==> src/rtl/pio_pkg.sv <==
// Shared definitions for the parallel I/O register family
// (parallel_in_parallel_out, parallel_in_serial_out, serial_in_parallel_out).
package pio_pkg;

    typedef enum logic {
        IDLE  = 1'b0,
        SHIFT = 1'b1
    } state_t;

    // Default word width shared by the whole family.
    localparam int PIO_WIDTH = 4;

    // Bit counter width for a given word width.
    function automatic int cnt_w(input int width);
        return $clog2(width);
    endfunction

endpackage

==> src/rtl/parallel_in_serial_out.sv <==
// Serializer: accepts a WIDTH-bit word over valid/ready and shifts it out one
// bit per clock, with frame_start on the first bit and last on the final bit.
module parallel_in_serial_out
    import pio_pkg::*;
#(
    parameter int WIDTH     = PIO_WIDTH,
    parameter bit MSB_FIRST = 1'b1
) (
    input  logic             clk,
    input  logic             rst,
    input  logic [WIDTH-1:0] din,
    input  logic             din_valid,
    output logic             din_ready,
    output logic             sout,
    output logic             sout_valid,
    output logic             frame_start,
    output logic             last
);

    localparam int            CW       = cnt_w(WIDTH);
    localparam logic [CW-1:0] LAST_CNT = CW'(WIDTH - 1);

    state_t           state_reg, state_next;
    logic [WIDTH-1:0] shift_reg, shift_next;
    logic [CW-1:0]    cnt_reg, cnt_next;
    logic             sout_next, sout_valid_next, frame_start_next, last_next;
    logic             transfer;
    logic [WIDTH-1:0] shifted;

    // Bit that sits at the output end of the shift register.
    function automatic logic out_bit(input logic [WIDTH-1:0] w);
        return MSB_FIRST ? w[WIDTH-1] : w[0];
    endfunction

    // Ready while idle or while the final bit of the current word is on the line,
    // which is what allows gapless back-to-back words.
    assign din_ready = (state_reg == IDLE) || (cnt_reg == LAST_CNT);
    assign transfer  = din_valid && din_ready;
    assign shifted   = MSB_FIRST ? (shift_reg << 1) : (shift_reg >> 1);

    always_ff @(posedge clk or posedge rst) begin
        if (rst) begin
            state_reg   <= IDLE;
            shift_reg   <= '0;
            cnt_reg     <= '0;
            sout        <= 1'b0;
            sout_valid  <= 1'b0;
            frame_start <= 1'b0;
            last        <= 1'b0;
        end else begin
            state_reg   <= state_next;
            shift_reg   <= shift_next;
            cnt_reg     <= cnt_next;
            sout        <= sout_next;
            sout_valid  <= sout_valid_next;
            frame_start <= frame_start_next;
            last        <= last_next;
        end
    end

    always_comb begin
        state_next       = state_reg;
        shift_next       = shift_reg;
        cnt_next         = cnt_reg;
        sout_next        = 1'b0;
        sout_valid_next  = 1'b0;
        frame_start_next = 1'b0;
        last_next        = 1'b0;

        if (transfer) begin
            // A new word always starts with the frame marker, whether from IDLE
            // or directly after the previous word's last bit.
            state_next       = SHIFT;
            shift_next       = din;
            cnt_next         = '0;
            sout_next        = out_bit(din);
            sout_valid_next  = 1'b1;
            frame_start_next = 1'b1;
            last_next        = (WIDTH == 1);
        end else begin
            unique case (state_reg)
                IDLE: begin
                    cnt_next = '0;
                end
                SHIFT: begin
                    if (cnt_reg == LAST_CNT) begin
                        state_next = IDLE;
                        cnt_next   = '0;
                    end else begin
                        shift_next      = shifted;
                        cnt_next        = cnt_reg + CW'(1);
                        sout_next       = out_bit(shifted);
                        sout_valid_next = 1'b1;
                        last_next       = ((cnt_reg + CW'(1)) == LAST_CNT);
                    end
                end
                default: begin
                    state_next = IDLE;
                    cnt_next   = '0;
                end
            endcase
        end
    end

endmodule

==> config.mk <==
export PLATFORM = sky130hd
export DESIGN_NAME = parallel_in_serial_out
export DESIGN_NICKNAME = d
export VERILOG_FILES = /design/src/rtl/pio_pkg.sv /design/src/rtl/parallel_in_serial_out.sv
export SDC_FILE = /design/constraint.sdc
export NUM_CORES = 1
export LEC_CHECK = 0
export ABC_AREA = 0
export CAP_MARGIN = 20
export CORE_AREA = 2 2 39 41
export CTS_CLUSTER_SIZE = 8
export DETAILED_ROUTE_END_ITERATION = 12
export DIE_AREA = 0 0 41 43
export HOLD_SLACK_MARGIN = 0.05
export PLACE_DENSITY = 0.57
export SLEW_MARGIN = 20
export SYNTH_ARGS = -nofsm -noshare
export SYNTH_HDL_FRONTEND = slang
export SYNTH_SLANG_ARGS = --single-unit
==> constraint.sdc <==
create_clock -name clk -period 1.9 [get_ports clk]
set_clock_uncertainty 0.15 [all_clocks]
set_input_delay 0.19 -clock clk [delete_from_list [all_inputs] [get_ports clk]]
set_output_delay 0.19 -clock clk [all_outputs]
set_load 0.01 [all_outputs]
==> run_results.csv <==
group,metric,value,unit
layout,antennaDiodeCount,0,
power,combPwrFrac,41.6,%
timing,slew_viol_final,0,
power,p_sw,0.000232,W
global_route,antenna_found_initial,0,
critical_path,worstSetupStartpointType,"register",
timing,tns,0,ns
placed_design,pre_cts_slack,0.195,ns
timing,period_needed,1.55,ns
synth,synth.most_common_cell,"dfrtp_1",
synth,synth_flop_cell,"dfrtp_1",
detailed_routing,drtIter0Drc,1,
detailed_routing,postRouteAntennaNets,0,
critical_path,end_kind,"output pin",
timing,clock.fmax,646,MHz
layout,largest_reg_flops,3,
synth,synth-edff-count,0,
clock_tree,cts.sinks,9,
timing,slew-limit-headroom,77.2,%
global_route,grt_pass1_vias,287,
timing,worst_slew_pin_slew,0.341,ns
synth,synth-seq-cells,9,
critical_path,critical_path_arrival,1.21,ns
clock_tree,clock_latency,0.26,ns
status,outcome,"completed",
synth,syn_avg_cell_area,13.1,um2
synth,seq_area_frac_synth,57.1,%
worst_hold_path,holdPathEnd,"cnt_reg[0]",
floorplanning,rows,14,
detailed_routing,drc,0,
global_route,grtUsageTotal,10.5,%
layout,area_delta_synth_final,43.5,%
layout,multi_input_area,153,um2
detailed_routing,avgRoutedWirePerCell,10.7,um
critical_path,cp.required,1.56,ns
worst_hold_path,min_delay_path_depth,1,
power,seqPwrFrac,39.6,%
layout,seqCellArea,225,um2
global_route,grt_overflow,0,
synth,ys_top_cells_by_count,"dfrtp_1, inv_1",
timing,hold_violations,0,
synth,async_reset_ff_share,100,%
floorplanning,die_area,1760,um2
floorplanning,core-area,1380,um2
power,internal_power,0.000554,W
timing,rsz0062_at_grt,"no",
synth,yosys_warnings,0,
floorplanning,fp.dieW,41,um
power,p_leak,0.283,nW
power,switching_share,29.5,%
global_route,grt_pass1_wl,1.15,mm
layout,drive_gt1_share,19.6,%
placed_design,port_buffers,11,
synth,syn-cell-area,394,um2
critical_path,crit_type,"register to output pin",
power,powerDensity,1390,nW/um2
clock_tree,cts_root_buffer,"clkbuf_4",
synth,synthCells,30,
synth,syn-num-nets,39,
critical_path,reg2reg_from,"cnt_reg[0]",
critical_path,crit_fanout,3,
clock_tree,numCtsBuffers,3,
detailed_routing,vias_per_cell,4.26,
synth,ys_types,16,
synth,synth_top_area_share,57.1,%
floorplanning,start_util,28.5,%
run,drv_cap,0,
placed_design,place_congestion,0.729,
detailed_routing,drt-total-wl,662,um
detailed_routing,dr.pass1.iters,2,
clock_tree,clk_path_buf_depth,2,
timing,finalSetupViolations,0,
clock_tree,cts_tree,"built",
floorplanning,num_io_pins,12,
worst_hold_path,min-delay-start,"cnt_reg[0]",
clock_tree,clk_pin_slew,0.06,ns
clock_tree,htree_levels,1,
timing,finalCritPeriodShare,81.5,%
detailed_routing,vias,264,
synth,synth.area.top_cells,"dfrtp_1, ha_1, mux2_1",
layout,fillers,139,
floorplanning,die_h,43,um
power,clkPwrFrac,18.8,%
critical_path,ff2ff_path_depth,4,
synth,yosysTopAreaCell,"dfrtp_1",
power,ir_drop,571,uV
global_route,grt_max_degree,10,
power,total_power,0.000786,W
critical_path,rrSetupSlack,0.40,ns
timing,finalWorstSetupSlack,0.351,ns
critical_path,rr_endpoint,"shift_reg[1]",
worst_hold_path,hold_class,"register to register",
layout,layout.nets,56,
-- power by group through the flow --
stage | logic (W) | registers, W | clock network [W]
floorplan | 0.000173 | 0.000323 | 0
global placement | 0.000326 | 0.000307 | 0
detailed placement | 0.000334 | 0.000316 | 0
CTS | 0.000338 | 0.000313 | 0.000152
global route | 0.000365 | 0.000321 | 0.000162
finish | 0.000327 | 0.000312 | 0.000148
-- metrics by stage --
step / hold slack (ns) / area, um2 / std cells / util (%)
after CTS: 0.323 / 563 / 62 / 40.7
after global routing: 0.340 / 566 / 62 / 40.9
after detailed placement: 0.307 / 527 / 57 / 38.1
after floorplan: -0.132 / 394 / 30 / -
final: 0.319 / 566 / 62 / 40.9
after global placement: 0.294 / 527 / 57 / 38.1
-- how the worst max path moves through the flow --
stage	slack, ns	to	startpoint	cells past startpoint
floorplan	0.47	shift_reg[1]	cnt_reg[0]	4
global placement	0.25	shift_reg[2]	din_valid	3
detailed placement	0.19	shift_reg[2]	din_valid	3
CTS	0.03	din_ready	cnt_reg[0]	3
global route	0.31	din_ready	cnt_reg[0]	3
finish	0.35	din_ready	cnt_reg[0]	3
-- cell usage in the layout, fill, tap and decap left out, drive strengths merged --
cell type / netlist / final
mux2i: 1 / 1
inv: 3 / 3
and3: 1 / 1
dlymetal6s2s: 0 / 1
buf: 1 / 1
and2: 2 / 2
nand2: 2 / 2
nor2b: 1 / 1
clkbuf: 0 / 4
dlygate4sd3: 0 / 1
ha: 2 / 2
and3b: 1 / 1
clkdlybuf4s50: 0 / 10
mux2: 5 / 5
nand2b: 2 / 2
dfrtp: 9 / 9
-- area by class of cell --
class / instances / area share (%)
flip-flops and latches: 9 / 39.8
multi-input cells: 17 / 27.0
repair buffers: 13 / 23.0
clock buffers: 4 / 4.65
well taps: 16 / 3.54
inverters: 3 / 1.99
-- cells by family after synthesis --
kind of cell,count (synthesis),share of synthesized area [%]
muxes,6,17.8
DFF,9,57.1
and+or+nand+nor,9,14.6
adders and majority gates,2,6.35
buffers and inverters,4,4.13
-- worst max-delay path: stages (launching register included) --
cell and delay [ns]:
dfrtp_1 0.40, ha_1 0.22, nand2b_1 0.16, dlymetal6s2s_1 0.17
-- what timing repair did --
action                     CTS  global route
resized for setup            0             1
setup endpoints to repair    0             1
hold buffers                 1             0
buffers inserted             0             0
hold endpoints to repair     9             0
-- metal layers --
metal  global-route usage [%]  wire [um]  vias to the layer above
met4                     8.00         19                        0
met3                     4.71         46                        4
met1                     11.4        283                      123
met5                        0          0                        -
li1                         -          -                      126
met2                     15.0        312                       11
No activity file was read; power rests on OpenSTA's default activity.
